===== config.mk =====
export PLATFORM = sky130hd
export DESIGN_NAME = sync_fifo_prog
export DESIGN_NICKNAME = d
export VERILOG_FILES = /design/src/rtl/sync_fifo_prog.sv
export SDC_FILE = /design/constraint.sdc
export NUM_CORES = 1
export LEC_CHECK = 0
export CORE_MARGIN = 2
export CORE_UTILIZATION = 55
export CTS_BUF_LIST = sky130_fd_sc_hd__clkbuf_2 sky130_fd_sc_hd__clkbuf_4 sky130_fd_sc_hd__clkbuf_8
export CTS_CLUSTER_SIZE = 12
export DETAILED_ROUTE_END_ITERATION = 7
export DONT_BUFFER_PORTS = 1
export PLACE_DENSITY = 0.7
export SYNTH_ARGS = -nofsm -noshare
export SYNTH_HDL_FRONTEND = slang
export SYNTH_SLANG_ARGS = --single-unit

===== constraint.sdc =====
create_clock -name clk_i -period 4.16 [get_ports clk_i]
set_clock_uncertainty 0.15 [all_clocks]
set_input_delay 0.624 -clock clk_i [delete_from_list [all_inputs] [get_ports clk_i]]
set_output_delay 0.624 -clock clk_i [all_outputs]
set_load 0.02 [all_outputs]

===== src/rtl/sync_fifo_prog.sv =====
// Synchronous FIFO with programmable almost-full/almost-empty thresholds,
// selectable standard or first-word-fall-through read, and sticky error flags.
module sync_fifo_prog #(
  parameter int unsigned WIDTH     = 8,
  parameter int unsigned DEPTH     = 16,
  parameter int unsigned PTR_WIDTH = 4,
  parameter int unsigned FWFT      = 0,
  parameter int unsigned AF_LEVEL  = DEPTH - 2,
  parameter int unsigned AE_LEVEL  = 2
) (
  input  logic                 clk_i,
  input  logic                 rst_i,
  input  logic                 wr_en_i,
  input  logic [WIDTH-1:0]     wr_data_i,
  input  logic                 rd_en_i,
  output logic [WIDTH-1:0]     rd_data_o,
  output logic                 rd_valid_o,
  output logic                 full,
  output logic                 empty,
  output logic                 almost_full,
  output logic                 almost_empty,
  output logic [PTR_WIDTH:0]   count_o,
  output logic                 wr_error,
  output logic                 rd_error,
  input  logic                 err_clr_i
);

  localparam int unsigned CNT_W = PTR_WIDTH + 1;

  logic [WIDTH-1:0]     mem [DEPTH];
  logic [CNT_W-1:0]     wr_ptr;
  logic [CNT_W-1:0]     rd_ptr;
  logic [PTR_WIDTH-1:0] wr_addr;
  logic [PTR_WIDTH-1:0] rd_addr;
  logic                 wr_accept;
  logic                 rd_accept;
  logic                 wr_ovf;
  logic                 rd_unf;

  assign wr_addr = wr_ptr[PTR_WIDTH-1:0];
  assign rd_addr = rd_ptr[PTR_WIDTH-1:0];

  // Status decoded purely from registered pointers; no input reaches these.
  assign full         = (wr_ptr[PTR_WIDTH] != rd_ptr[PTR_WIDTH]) && (wr_addr == rd_addr);
  assign empty        = (wr_ptr == rd_ptr);
  assign count_o      = wr_ptr - rd_ptr;
  assign almost_full  = (count_o >= CNT_W'(AF_LEVEL));
  assign almost_empty = (count_o <= CNT_W'(AE_LEVEL));

  // Request qualification; rejected requests only feed the error flags.
  assign wr_accept = wr_en_i & ~full;
  assign rd_accept = rd_en_i & ~empty;
  assign wr_ovf    = wr_en_i & full;
  assign rd_unf    = rd_en_i & empty;

  // Pointer registers; the extra MSB is the wrap bit so full/empty are distinct.
  always_ff @(posedge clk_i or posedge rst_i) begin
    if (rst_i) begin
      wr_ptr <= '0;
      rd_ptr <= '0;
    end else begin
      if (wr_accept) wr_ptr <= wr_ptr + CNT_W'(1);
      if (rd_accept) rd_ptr <= rd_ptr + CNT_W'(1);
    end
  end

  // Storage array, intentionally not reset.
  always_ff @(posedge clk_i) begin
    if (wr_accept) mem[wr_addr] <= wr_data_i;
  end

  // Sticky error flags; a new error in the clearing cycle keeps the flag set.
  always_ff @(posedge clk_i or posedge rst_i) begin
    if (rst_i) begin
      wr_error <= 1'b0;
      rd_error <= 1'b0;
    end else begin
      wr_error <= (err_clr_i ? 1'b0 : wr_error) | wr_ovf;
      rd_error <= (err_clr_i ? 1'b0 : rd_error) | rd_unf;
    end
  end

  if (FWFT == 0) begin : g_std
    logic [WIDTH-1:0] rd_data_q;
    logic             rd_valid_q;

    // Registered read port: data lands one cycle after the accepting edge.
    always_ff @(posedge clk_i or posedge rst_i) begin
      if (rst_i) begin
        rd_data_q  <= '0;
        rd_valid_q <= 1'b0;
      end else begin
        rd_valid_q <= rd_accept;
        if (rd_accept) rd_data_q <= mem[rd_addr];
      end
    end

    assign rd_data_o  = rd_data_q;
    assign rd_valid_o = rd_valid_q;
  end else begin : g_fwft
    // Head word shown directly; gated to zero when empty so reset reads as 0.
    assign rd_data_o  = empty ? '0 : mem[rd_addr];
    assign rd_valid_o = ~empty;
  end

endmodule


# --- Yosys cells after proc, flatten, opt, wreduce, memory -nomap -nowiden ---
# Memory sizes are Yosys's and may differ from the RTL's. A register that Yosys moved wholly into a read port is not among the register bits.
# Index checks and enable logic that the tools add are counted.
totals:
  register_bits: 13
  mem_bits_rw: 128
  elab_cells: 27
  memories: 1
memory_table:
  columns: ["memory", "depth", "word_bits", "read_ports", "rd_clocked_by_memory_dff", "wr", "line", "text"]
  rows:
  - ["mem", 16, 8, 1, 1, 1, "30", "logic [WIDTH-1:0] mem [DEPTH];"]
op_classes:
  n_addsub: 3
  magnitude_cmp: 2
  eq_ne: 3
  muxes: 4
  bitwise: 8
  n_reduce_logical: 1
ops:
  columns: ["operator", "n"]
  rows:
  - ["adder 5 x 1 -> 5 bit, second input constant", 2]
  - ["equality test 5 bit", 1]
  - ["greater-or-equal comparator 5 x 4 -> 1 bit, second input constant", 1]
  - ["less-or-equal comparator 5 x 2 -> 1 bit, second input constant", 1]
  - ["subtractor 5 bit", 1]
  - ["AND 1 bit", 4]
  - ["equality test 4 bit", 1]
  - ["two-way mux 1 bit", 4]
  - ["inverter 1 bit", 2]
  - ["OR 1 bit", 2]
  - ["logical AND 1 bit", 1]
  - ["inequality test 1 bit", 1]

# --- Longest topological paths before layout ---
logic_depth:
  depth_word: 6
  ltp_mapped: 10

# --- Worst setup path before layout ---
# OpenSTA, ideal clock, no wires.
synth_timing:
  path_kind: "register to output"
  from: "register rd_ptr[1]"
  to: "output almost_empty"
  arrival_ns: 2.438
  t_required_ns: 3.386
  setup_slack_ns: 0.948
  stages_incl_launch_ff: 10
  n_path_buf: 3
  cell_sequence: "dfrtp_1 > buf_6 > buf_12 > buf_8 > inv_2 > fa_1 > a21o_1 > a21oi_1 > xnor2_1 > a211oi_1"
synth_via:
  elab_chain_len: 2
synth_rtl:
  columns: ["element", "line", "text"]
  rows:
  - ["start: declaration", "32", "logic [CNT_W-1:0] rd_ptr;"]
  - ["start signal: assignment", "63", "if (rd_accept) rd_ptr <= rd_ptr + CNT_W'(1);"]
  - ["subtractor 5 bit", "46", "assign count_o = wr_ptr - rd_ptr;"]
  - ["via count_o[4]", "22", "output logic [PTR_WIDTH:0] count_o,"]
  - ["less-or-equal comparator 5 x 2 -> 1 bit", "48", "assign almost_empty = (count_o <= CNT_W'(AE_LEVEL));"]
  - ["end: declaration", "21", "output logic almost_empty,"]
# The timed path passes the listed nets, and every way through them passes these cells.

# --- Worst setup path in the final report ---
layout_timing:
  from: "register wr_ptr[0]"
  to: "output almost_empty"
layout_via:
  elab_chain_len: 2
layout_rtl:
  columns: ["element", "line", "text"]
  rows:
  - ["start: declaration", "31", "logic [CNT_W-1:0] wr_ptr;"]
  - ["start signal: assignment", "62", "if (wr_accept) wr_ptr <= wr_ptr + CNT_W'(1);"]
  - ["subtractor 5 bit", "46", null]
  - ["via count_o[4]", "22", null]
  - ["less-or-equal comparator 5 x 2 -> 1 bit", "48", null]
# The timed path passes the listed nets, and every way through them passes these cells.

==> impl_metrics.env <==
export IMPL_die_y_um=109
export IMPL_setup_slack_ns=0.737
export IMPL_cts_buffers=17
export IMPL_worst_setup_path_end_kind="primary output"
export IMPL_htreeDepth=4
export IMPL_netlist_instances=370
export IMPL_vias_per_cell=5.77
export IMPL_syn_area_mm2=0.00610
export IMPL_post_route_drc_count=0
export IMPL_gp_congestion=0.783
export IMPL_fin_setup_tns_ns=0
export IMPL_ios=33
export IMPL_path_depth=9
export IMPL_syn_area_per_cell_um2=16.5
export IMPL_dieArea_mm2=0.0119
export IMPL_slowest_delay_ns=0.42
export IMPL_cts_setup_buffers=0
export IMPL_slew_violations=0
export IMPL_cp_arrival_ns=2.65
export IMPL_cp_start_kind="register"
export IMPL_first_global_vias=3182
export IMPL_drtIter0Drc=478
export IMPL_status="finished, final reports clean"
export IMPL_period_share=0.823
export IMPL_nNetsFinal=402
export IMPL_path_class="register to primary output"
export IMPL_p_leak_nw=2.31
export IMPL_setup_viol=0
export IMPL_grt_pass1_wl_mm=17.5
export IMPL_cts_tree="done"
export IMPL_relSlewSlack=0.391
export IMPL_clk_latency_ns=0.44
export IMPL_path_cells="inv_1, ha_1, inv_1, fa_1, a21o_1, a21oi_1, xnor2_1, a211oi_1, buf_4"
export IMPL_drtPass1Iterations=4
export IMPL_fill_cells=814
export IMPL_syn_to_final_growth_pct=7.67
export IMPL_synthTopCellsByArea="edfxtp_1 (63%), dfrtp_1 (8.6%), mux2i_1 (7.9%)"
export IMPL_pre_cts_ws_ns=1.06
export IMPL_synth_nets=393
export IMPL_path_buf_inv=3
export IMPL_synth_edf_count=128
export IMPL_ys_seq_area_frac=0.716
export IMPL_ys_seq_elements=149
export IMPL_ys_warnings_count=0
export IMPL_rows=38
export IMPL_dpl_cell_area_mm2=0.00619
export IMPL_worst_r2r_cell_count=6
export IMPL_r2r_start="rd_ptr[3]"
export IMPL_start_util=0.563
export IMPL_routed_wl_mm=11.3
export IMPL_synth_top_cell_by_area="edfxtp_1"
export IMPL_layout_min_cycle_time_ns=3.42
export IMPL_io_buffers=0
export IMPL_vdd_drop_max_uv=669
export IMPL_drv_cap=0
export IMPL_track_usage=0.213
export IMPL_ys_flop_type="edfxtp_1"
export IMPL_ant_nets=0
export IMPL_drive_gt1_frac=0.130
export IMPL_design_area_mm2=0.00657
export IMPL_synth_async_reset_ratio=0.141
export IMPL_rsz0062_at_grt="false"
export IMPL_cpMostUsedCell="inv_1"
export IMPL_wl_per_cell_um=21.3
export IMPL_critPathMaxFanout=4
export IMPL_r2r_slack_ns=1.08
export IMPL_grt_overflow=0
export IMPL_hp_class="primary input to asynchronous set/reset pin"
export IMPL_cts_hold_buf=0
export IMPL_clk_pin_slew_ns=0.07
export IMPL_n_antenna_cell=0
export IMPL_crit_family="compound AO/OA/AOI/OAI gates"
export IMPL_synth_lib_cells_used_distinct=40
export IMPL_tightestPinTransition_ns=0.912
export IMPL_r2r_end="mem[11][4]"
export IMPL_crit_required_ns=3.39
export IMPL_vias=3071
export IMPL_max_freq_mhz=292
export IMPL_clockBufferDepth=2
export IMPL_antenna_found_initial=0
export IMPL_holdWs_ns=0.122
export IMPL_finish_utilization=0.606
export IMPL_placeableCoreArea_mm2=0.0108
export IMPL_final_hold_violation_count=0
export IMPL_dpl_hpwl_mm=7.41
export IMPL_clock_sinks=149
export IMPL_cts_resized=0
export IMPL_cts_root_buf="clkbuf_8"
export IMPL_dieWidth_um=109
export IMPL_synth_commonest_cells="edfxtp_1 (128), mux2i_1 (48), nor2_1 (29), dfrtp_1 (21), o22ai_1 (16)"
export IMPL_yosysMostFrequentCell="edfxtp_1"
export IMPL_synth_top_area_frac=0.630
export IMPL_grt_max_degree=32
export IMPL_powerDensity_mw_per_mm2=719
export IMPL_slowest_stage="dfrtp_1"
worst register-to-register path: cells and delay by family (launching register included):
| kind | cells | cell delay, ns |
|---|---|---|
| simple gates | 3 | 1.11 |
| flops | 1 | 0.66 |
| compound gates | 1 | 0.39 |
| fa+ha+maj | 1 | 0.34 |
| buf+inv | 1 | 0.06 |
worst max path at each step:
stage	startpoint	endpoint	slack [ns]
global placement	rd_ptr[3]	mem[11][4]	1.22
finish	wr_ptr[0]	almost_empty	0.74
floorplan	rd_ptr[1]	almost_empty	0.95
global route	wr_ptr[0]	almost_empty	0.49
detailed placement	rd_ptr[3]	mem[11][4]	1.06
CTS	wr_ptr[0]	almost_empty	0.70
where the power goes:
| group | leakage (nW) | total [mW] | internal, mW | switching [mW] |
|---|---|---|---|---|
| Clock | 0.200 | 1.05 | 0.586 | 0.466 |
| Combinational | 0.704 | 1.60 | 0.610 | 0.988 |
| Sequential | 1.40 | 2.07 | 1.85 | 0.217 |
| Total | 2.31 | 4.72 | 3.05 | 1.67 |
metal layers:
metal  global-route usage  vias up  wire (um)
li1                     -     1443          -
met1                0.295     1522       5090
met2                0.318       94       5340
met3               0.0581       12        675
met4               0.0967        0        206
met5                    0        -          0
stage by stage:
stage | std cells | power, mW
6_report | 532 | 4.72
5_1_grt | 532 | 5.00
4_1_cts | 532 | 4.75
3_5_place_dp | 500 | 3.71
3_3_place_gp | 500 | 3.67
2_1_floorplan | 370 | 3.43
state kept, by name, summed over array words and instances (netlist names):
register    flops
rd_error        1
rd_valid_o      1
rd_data_o       8
wr_error        1
mem           128
rd_ptr          5
wr_ptr          5
kinds of logic (layout without fill, tap and decap cells):
group                    Yosys count  after routing  share of synthesized area
AO/OA/AOI/OAI                     53             53                     0.0579
flip-flops                       149            149                      0.716
buffers and inverters             30             52                     0.0322
XOR/XNOR                          12             12                     0.0172
adder cells (fa/ha/maj)           10             10                     0.0217
AND/OR/NAND/NOR                   60             60                     0.0462
multiplexers                      56             56                      0.108
layout by cell type, fill, tap and decap left out, types with 3 or more instances in the layout:
master	n
a221oi_1	8
o21ai_1	13
clkbuf_8	18
nor2_1	29
buf_4	9
mux4_2	8
edfxtp_1	128
clkinv_1	4
xor2_1	3
nand2_1	10
dfrtp_1	21
o22ai_1	16
nor3_1	4
clkbuf_4	7
inv_2	3
inv_1	8
a31oi_1	8
nand4_1	4
xnor2_1	9
ha_1	9
mux2i_1	48
cell type report:
class / count / area, um^2 / area share
Clock buffer: 25 / 300 / 0.0457
Clock inverter: 7 / 80.1 / 0.0122
Inverter: 11 / 41.3 / 0.00629
Multi-Input combinational cell: 191 / 1530 / 0.233
Sequential cell: 149 / 4370 / 0.665
Tap cell: 140 / 175 / 0.0267
Timing Repair Buffer: 9 / 67.6 / 0.0103
(Power assumes the default switching activity.)
==> variant 1 (config.mk and constraints unchanged) <==
Set the parameter `DEPTH` to 32 (it was 16).
--- a/src/rtl/sync_fifo_prog.sv
+++ b/src/rtl/sync_fifo_prog.sv
@@ -4,3 +4,3 @@
   parameter int unsigned WIDTH     = 8,
-  parameter int unsigned DEPTH     = 16,
+  parameter int unsigned DEPTH     = 32,
   parameter int unsigned PTR_WIDTH = 4,
Formal check against the unedited RTL: no difference found for any inputs over 10 cycles, from zero or initial values and one cycle with rst_i high; that may be too few to reach the edited logic, so the function may still have changed.
==> variant 1 against the unedited design <==
Routed wire length grew 6.2%; sequential power hardly changed; non-clock buffer count down 1; critical path depth is the same; sequential cell count unchanged; area after synthesis is 1.3% higher; final area rose by 2.0%; power is 3.8% higher; register-to-register slack better by 0.08 ns; clock power is 12% higher; setup slack better by 0.018 ns; core utilization increased by 0.92 points; critical endpoint is now almost_full.
==> variant 1: results (changes against the unedited design) <==
| Metric | Value |
|---|---|
| Synth Area in Compound Gates | 5.93% (+0.15 points) |
| Clk buf depth | 2 (unchanged) |
| Detailed Route WL | 12.0 mm (+6.2%) |
| Worst hold-check path type | input pin to flip-flop |
| Gpl congestion | 0.761 (-2.7%) |
| Number of synthesized flops with an enable pin | 128 (unchanged) |
| Synth Flop Type | edfxtp_1 |
| Pre-antenna DRT Iters | 5 (+1) |
| Static leakage | 2.38 nW (+3.3%) |
| Nets@finish | 406 (+1.0%) |
| First-pass GRT wire length | 18.5 mm (+5.6%) |
| Vias post-DR | 3,158 (+2.8%) |
| Net Sw Frac | 35.6% (+0.15 points) |
| Initial antenna violation count | 0 (unchanged) |
| Top cells by count, synth | edfxtp_1, mux2i_1, nor2_1 |
| Post-DP HPWL | 7.50 mm (+1.2%) |
| H-tree depth | 4 (unchanged) |
| Placed Cells | 504 (+0.80%) |
| CP Max Fanout | 4 (unchanged) |
| Status | finished, final reports clean |
| Peak VDD IR | 0.719 mV (+7.5%) |
| Crit path DAT | 2.63 ns (-0.02 ns) |
| Mapped Nets | 398 (+1.3%) |
| Mean Syn Cell Area | 16.5 sq um (about the same) |
| Post-CTS sizing | 0 (unchanged) |
| Post-CTS setup buffers | 0 (unchanged) |
| Mux cell area share after synthesis | 10.7% (-0.14 points) |
| 1st-iter DRT viols | 347 (-27%) |
| Layout cells sized above 1 | 13.9% (+0.88 points) |
| XOR/XNOR Fraction of Synth Area | 1.94% (+0.22 points) |
| Async set or reset register ratio after synthesis | 14.1% (unchanged) |
| Worst skew pair latency | 0.43 ns |
| # fillers | 801 (-1.6%) |
| Largest register FFs | 128 (unchanged) |
| Reg with most FFs | mem |
| Ranking of synthesized cells by area | edfxtp_1, dfrtp_1, mux2i_1, mux4_2, ha_1 |
| Vias in the first global route | 3,310 (+4.0%) |
| Seq/Total Area, Yosys | 70.7% (-0.93 points) |
| Post-synth cell types | 44 (+10%) |
| Syn. warnings | 0 (unchanged) |
| Non-filler cells, final | 536 (+0.75%) |
| Adder-cell share of the synthesized area | 2.15% (-0.028 points) |
| Worst-Margin Slew | 0.939 ns (+0.0274 ns) |
| Clock tree root buffer cell | clkbuf_8 |
| Gr ovfl total | 0 (unchanged) |
| Clk slew on worst S/H paths | 0.07 ns (about the same) |
| # port buffers | 0 (unchanged) |
| Diodes inserted | 0 (unchanged) |
| Pre-CTS worst setup slack | 1.17 ns (+0.112 ns) |
| CTS Buf Count | 17 (unchanged) |
| Largest net degree at the start of global routing | 32 (unchanged) |
| GRT Util Overall | 22.3% (+1.0 points) |
-- variant 1: final cells by class --
type	instances	area [sq um]	area share, %
clock inverter	11	156	2.34
inverter	17	63.8	0.953
clock buffer	21	277	4.13
tap	140	175	2.62
sequential	149	4370	65.3
timing repair buffer	8	60.1	0.897
multi-input combinational	190	1590	23.8
-- variant 1: per-stage QoR --
step	total power, mW	area (sq um)	hold WS (ns)
2_1_floorplan	3.45	6180	0.409
3_3_place_gp	3.72	6260	0.426
3_5_place_dp	3.75	6260	0.438
4_1_cts	4.94	6700	0.0824
5_1_grt	5.19	6700	0.0679
6_report	4.90	6700	0.117
-- variant 1: path summary, 6_finish.rpt --
check                                   end      start  slack, ns  depth (start not counted)
worst max register to register   mem[14][4]  rd_ptr[3]       1.16                          6
worst min register to register    rd_ptr[4]  rd_ptr[4]       0.45                          1
worst min-delay path               wr_error  err_clr_i       0.12                          1
min in group asynchronous         rd_ptr[4]      rst_i       0.14                          1
worst max-delay path            almost_full  wr_ptr[0]       0.76                          9
max in group asynchronous         rd_ptr[3]      rst_i       3.15                          1
-- variant 1: logic make-up after synthesis --
group                    after synthesis
multiplexers                          56
adder cells (fa/ha/maj)               10
flip-flops                           149
buffers and inverters                 36
AO/OA/AOI/OAI                         53
AND/OR/NAND/NOR                       59
XOR/XNOR                              12
-- variant 1: power by group through the flow --
stage,Sequential (mW),Combinational (mW),Clock (mW)
after floorplan,2.03,1.42,0
after global placement,2.10,1.62,0
after detailed placement,2.11,1.64,0
after CTS,2.08,1.66,1.21
after global routing,2.10,1.80,1.29
final,2.07,1.64,1.18
-- variant 1: worst max-delay path: stages (launching register included) --
cell and delay, ns:
dfrtp_1 0.42, inv_1 0.16, ha_1 0.20, inv_1 0.06, fa_1 0.40, a21o_1 0.19, a21oi_1 0.19, xnor2_1 0.14
nor4_2 0.27, buf_4 0.17
-- variant 1: layer usage --
| layer | part of all wire [%] | wire length, microns | GRT usage (%) |
|---|---|---|---|
| met3 | 8.4 | 1010 | 7.17 |
| met2 | 50 | 5970 | 34.5 |
| met4 | 1.4 | 172 | 10.6 |
| met1 | 40 | 4860 | 28.7 |
| met5 | 0 | 0 | 0 |
==> variant 2 (same settings) <==
Without the edit above. Put a register stage on the output `count_o`, without a reset. The value now appears one clock later. The other outputs are not delayed to match.
--- a/src/rtl/sync_fifo_prog.sv
+++ b/src/rtl/sync_fifo_prog.sv
@@ -29,2 +29,4 @@
 
+  logic [PTR_WIDTH:0] count_d;
+
   logic [WIDTH-1:0]     mem [DEPTH];
@@ -45,5 +47,5 @@
   assign empty        = (wr_ptr == rd_ptr);
-  assign count_o      = wr_ptr - rd_ptr;
-  assign almost_full  = (count_o >= CNT_W'(AF_LEVEL));
-  assign almost_empty = (count_o <= CNT_W'(AE_LEVEL));
+  assign count_d      = wr_ptr - rd_ptr;
+  assign almost_full  = (count_d >= CNT_W'(AF_LEVEL));
+  assign almost_empty = (count_d <= CNT_W'(AE_LEVEL));
 
@@ -105,2 +107,6 @@
 
+  always_ff @(posedge clk_i) begin
+    count_o <= count_d;
+  end
+
 endmodule
Function: changed (Yosys sat finds a counterexample within 4 cycles, from zero or initial values and one cycle with rst_i high).
==> variant 2 against the unedited design <==
Die area increased by 0.43%; area after synthesis increased by 0.45%; setup slack got worse by 0.12 ns; sequential cell count increased by 5; power increased by 0.52%; via count increased by 1.2%; final area increased by 1.0%; combinational power decreased by 9%; routed wire length increased by 4.8%; critical endpoint unchanged; largest cell class unchanged; largest power group unchanged; highest routed layer unchanged.
==> variant 2: results (changes against the unedited design) <==
| Metric | Value |
|---|---|
| Diodes inserted | 0 (unchanged) |
| Worst-Margin Slew | 0.914 ns (+0.00240 ns) |
| XOR/XNOR Fraction of Synth Area | 1.72% (-0.0077 points) |
| Largest net degree at the start of global routing | 52 (+63%) |
| R2R cell count | 5 (-1) |
| Worst skew pair latency | 0.44 ns (about the same) |
| Ranking of synthesized cells by area | edfxtp_1, dfrtp_1, mux2i_1, mux4_2, nor2_1 |
| First-pass GRT wire length | 17.9 mm (+2.4%) |
| Layout cells sized above 1 | 14.5% (+1.5 points) |
| Number of synthesized flops with an enable pin | 128 (unchanged) |
| Mapped Nets | 377 (-4.1%) |
| Mux cell area share after synthesis | 11.2% (+0.40 points) |
| Clock tree root buffer cell | clkbuf_8 |
| Adder-cell share of the synthesized area | 2.17% (-0.0098 points) |
| Critical path destination | almost_empty |
| Crit path DAT | 2.77 ns (+0.12 ns) |
| Via/cell ratio | 5.99 (+3.7%) |
| Static leakage | 2.31 nW (+0.14%) |
| Nets@finish | 389 (-3.2%) |
| Clk buf depth | 2 (unchanged) |
| Vias in the first global route | 3,096 (-2.7%) |
| Seq/Total Area, Yosys | 73.0% (+1.3 points) |
| Slowest CP cell | a211oi_1 |
| Largest register FFs | 128 (unchanged) |
| Peak VDD IR | 0.685 mV (+2.5%) |
| Clk slew on worst S/H paths | 0.08 ns |
| Placed Cells | 487 (-2.6%) |
| Top cells by count, synth | edfxtp_1, mux2i_1, nor2_1 |
| R2R Path Start | wr_ptr[2] |
| GRT Util Overall | 21.6% (+0.34 points) |
| Synth Area in Compound Gates | 4.94% (-0.84 points) |
| Post-DP HPWL | 7.65 mm (+3.2%) |
| Worst r2r dst | mem[13][3] |
| Non-filler cells, final | 519 (-2.4%) |
| CTS Buf Count | 17 (unchanged) |
| Largest stage delay, worst path | 0.62 ns (+0.20 ns) |
| Status | finished, final reports clean |
| Post-synthesis cell count | 354 (-4.3%) |
| Post-synth cell types | 38 (-5.0%) |
| Pre-antenna DRT Iters | 5 (+1) |
| Async set or reset register ratio after synthesis | 13.6% (-0.46 points) |
| Flop-to-flop setup slack | 1.17 ns (+0.09 ns) |
| Detailed Route WL | 11.9 mm (+4.8%) |
| Gpl congestion | 0.830 (+6.1%) |
| 1st-iter DRT viols | 265 (-45%) |
[variant 2: how the worst min path moves through the flow]
stage                  from   endpoint  slack (ns)
2_1_floorplan     rd_ptr[4]  rd_ptr[4]        0.35
3_3_place_gp      rd_ptr[4]  rd_ptr[4]        0.37
3_5_place_dp      wr_ptr[4]  wr_ptr[4]        0.38
4_1_cts               rst_i  rd_ptr[2]        0.08
5_1_grt        wr_data_i[4]  mem[2][4]        0.09
6_report              rst_i  wr_ptr[0]        0.07
[variant 2: where the power goes]
group	internal, mW	leakage (nW)	total, mW	switching (mW)
Combinational	0.593	0.667	1.46	0.867
Sequential	1.93	1.45	2.19	0.256
Clock	0.568	0.198	1.09	0.527
[variant 2: layer usage]
layer,wire length [microns],track usage [%],vias up
met5,0,0,-
met4,282,8.50,0
met3,753,6.52,23
met2,5580,31.9,99
met1,5240,30.4,1589
li1,-,-,1396
[variant 2: layout make-up]
type	instances	area [sq um]
Clock buffer	21	270
Inverter	11	41.3
Tap cell	140	175
Fill cell	820	4210
Timing Repair Buffer	7	52.6
Clock inverter	11	120
Multi-Input combinational cell	175	1500
Sequential cell	154	4470
[variant 2: cells by family after synthesis]
logic type | after synthesis
XOR/XNOR | 12
buffers and inverters | 25
AO/OA/AOI/OAI | 45
adder cells (fa/ha/maj) | 10
flip-flops | 154
multiplexers | 48
AND/OR/NAND/NOR | 60
[variant 2: through the flow]
step	util [%]	setup WS, ns	power (mW)	instance area, sq um
floorplan	-	1.25	3.37	6130
global placement	57.6	1.13	3.65	6240
detailed placement	57.6	1.08	3.69	6240
CTS	61.2	0.599	4.77	6630
global route	61.2	0.440	5.00	6630
finish	61.2	0.616	4.74	6630
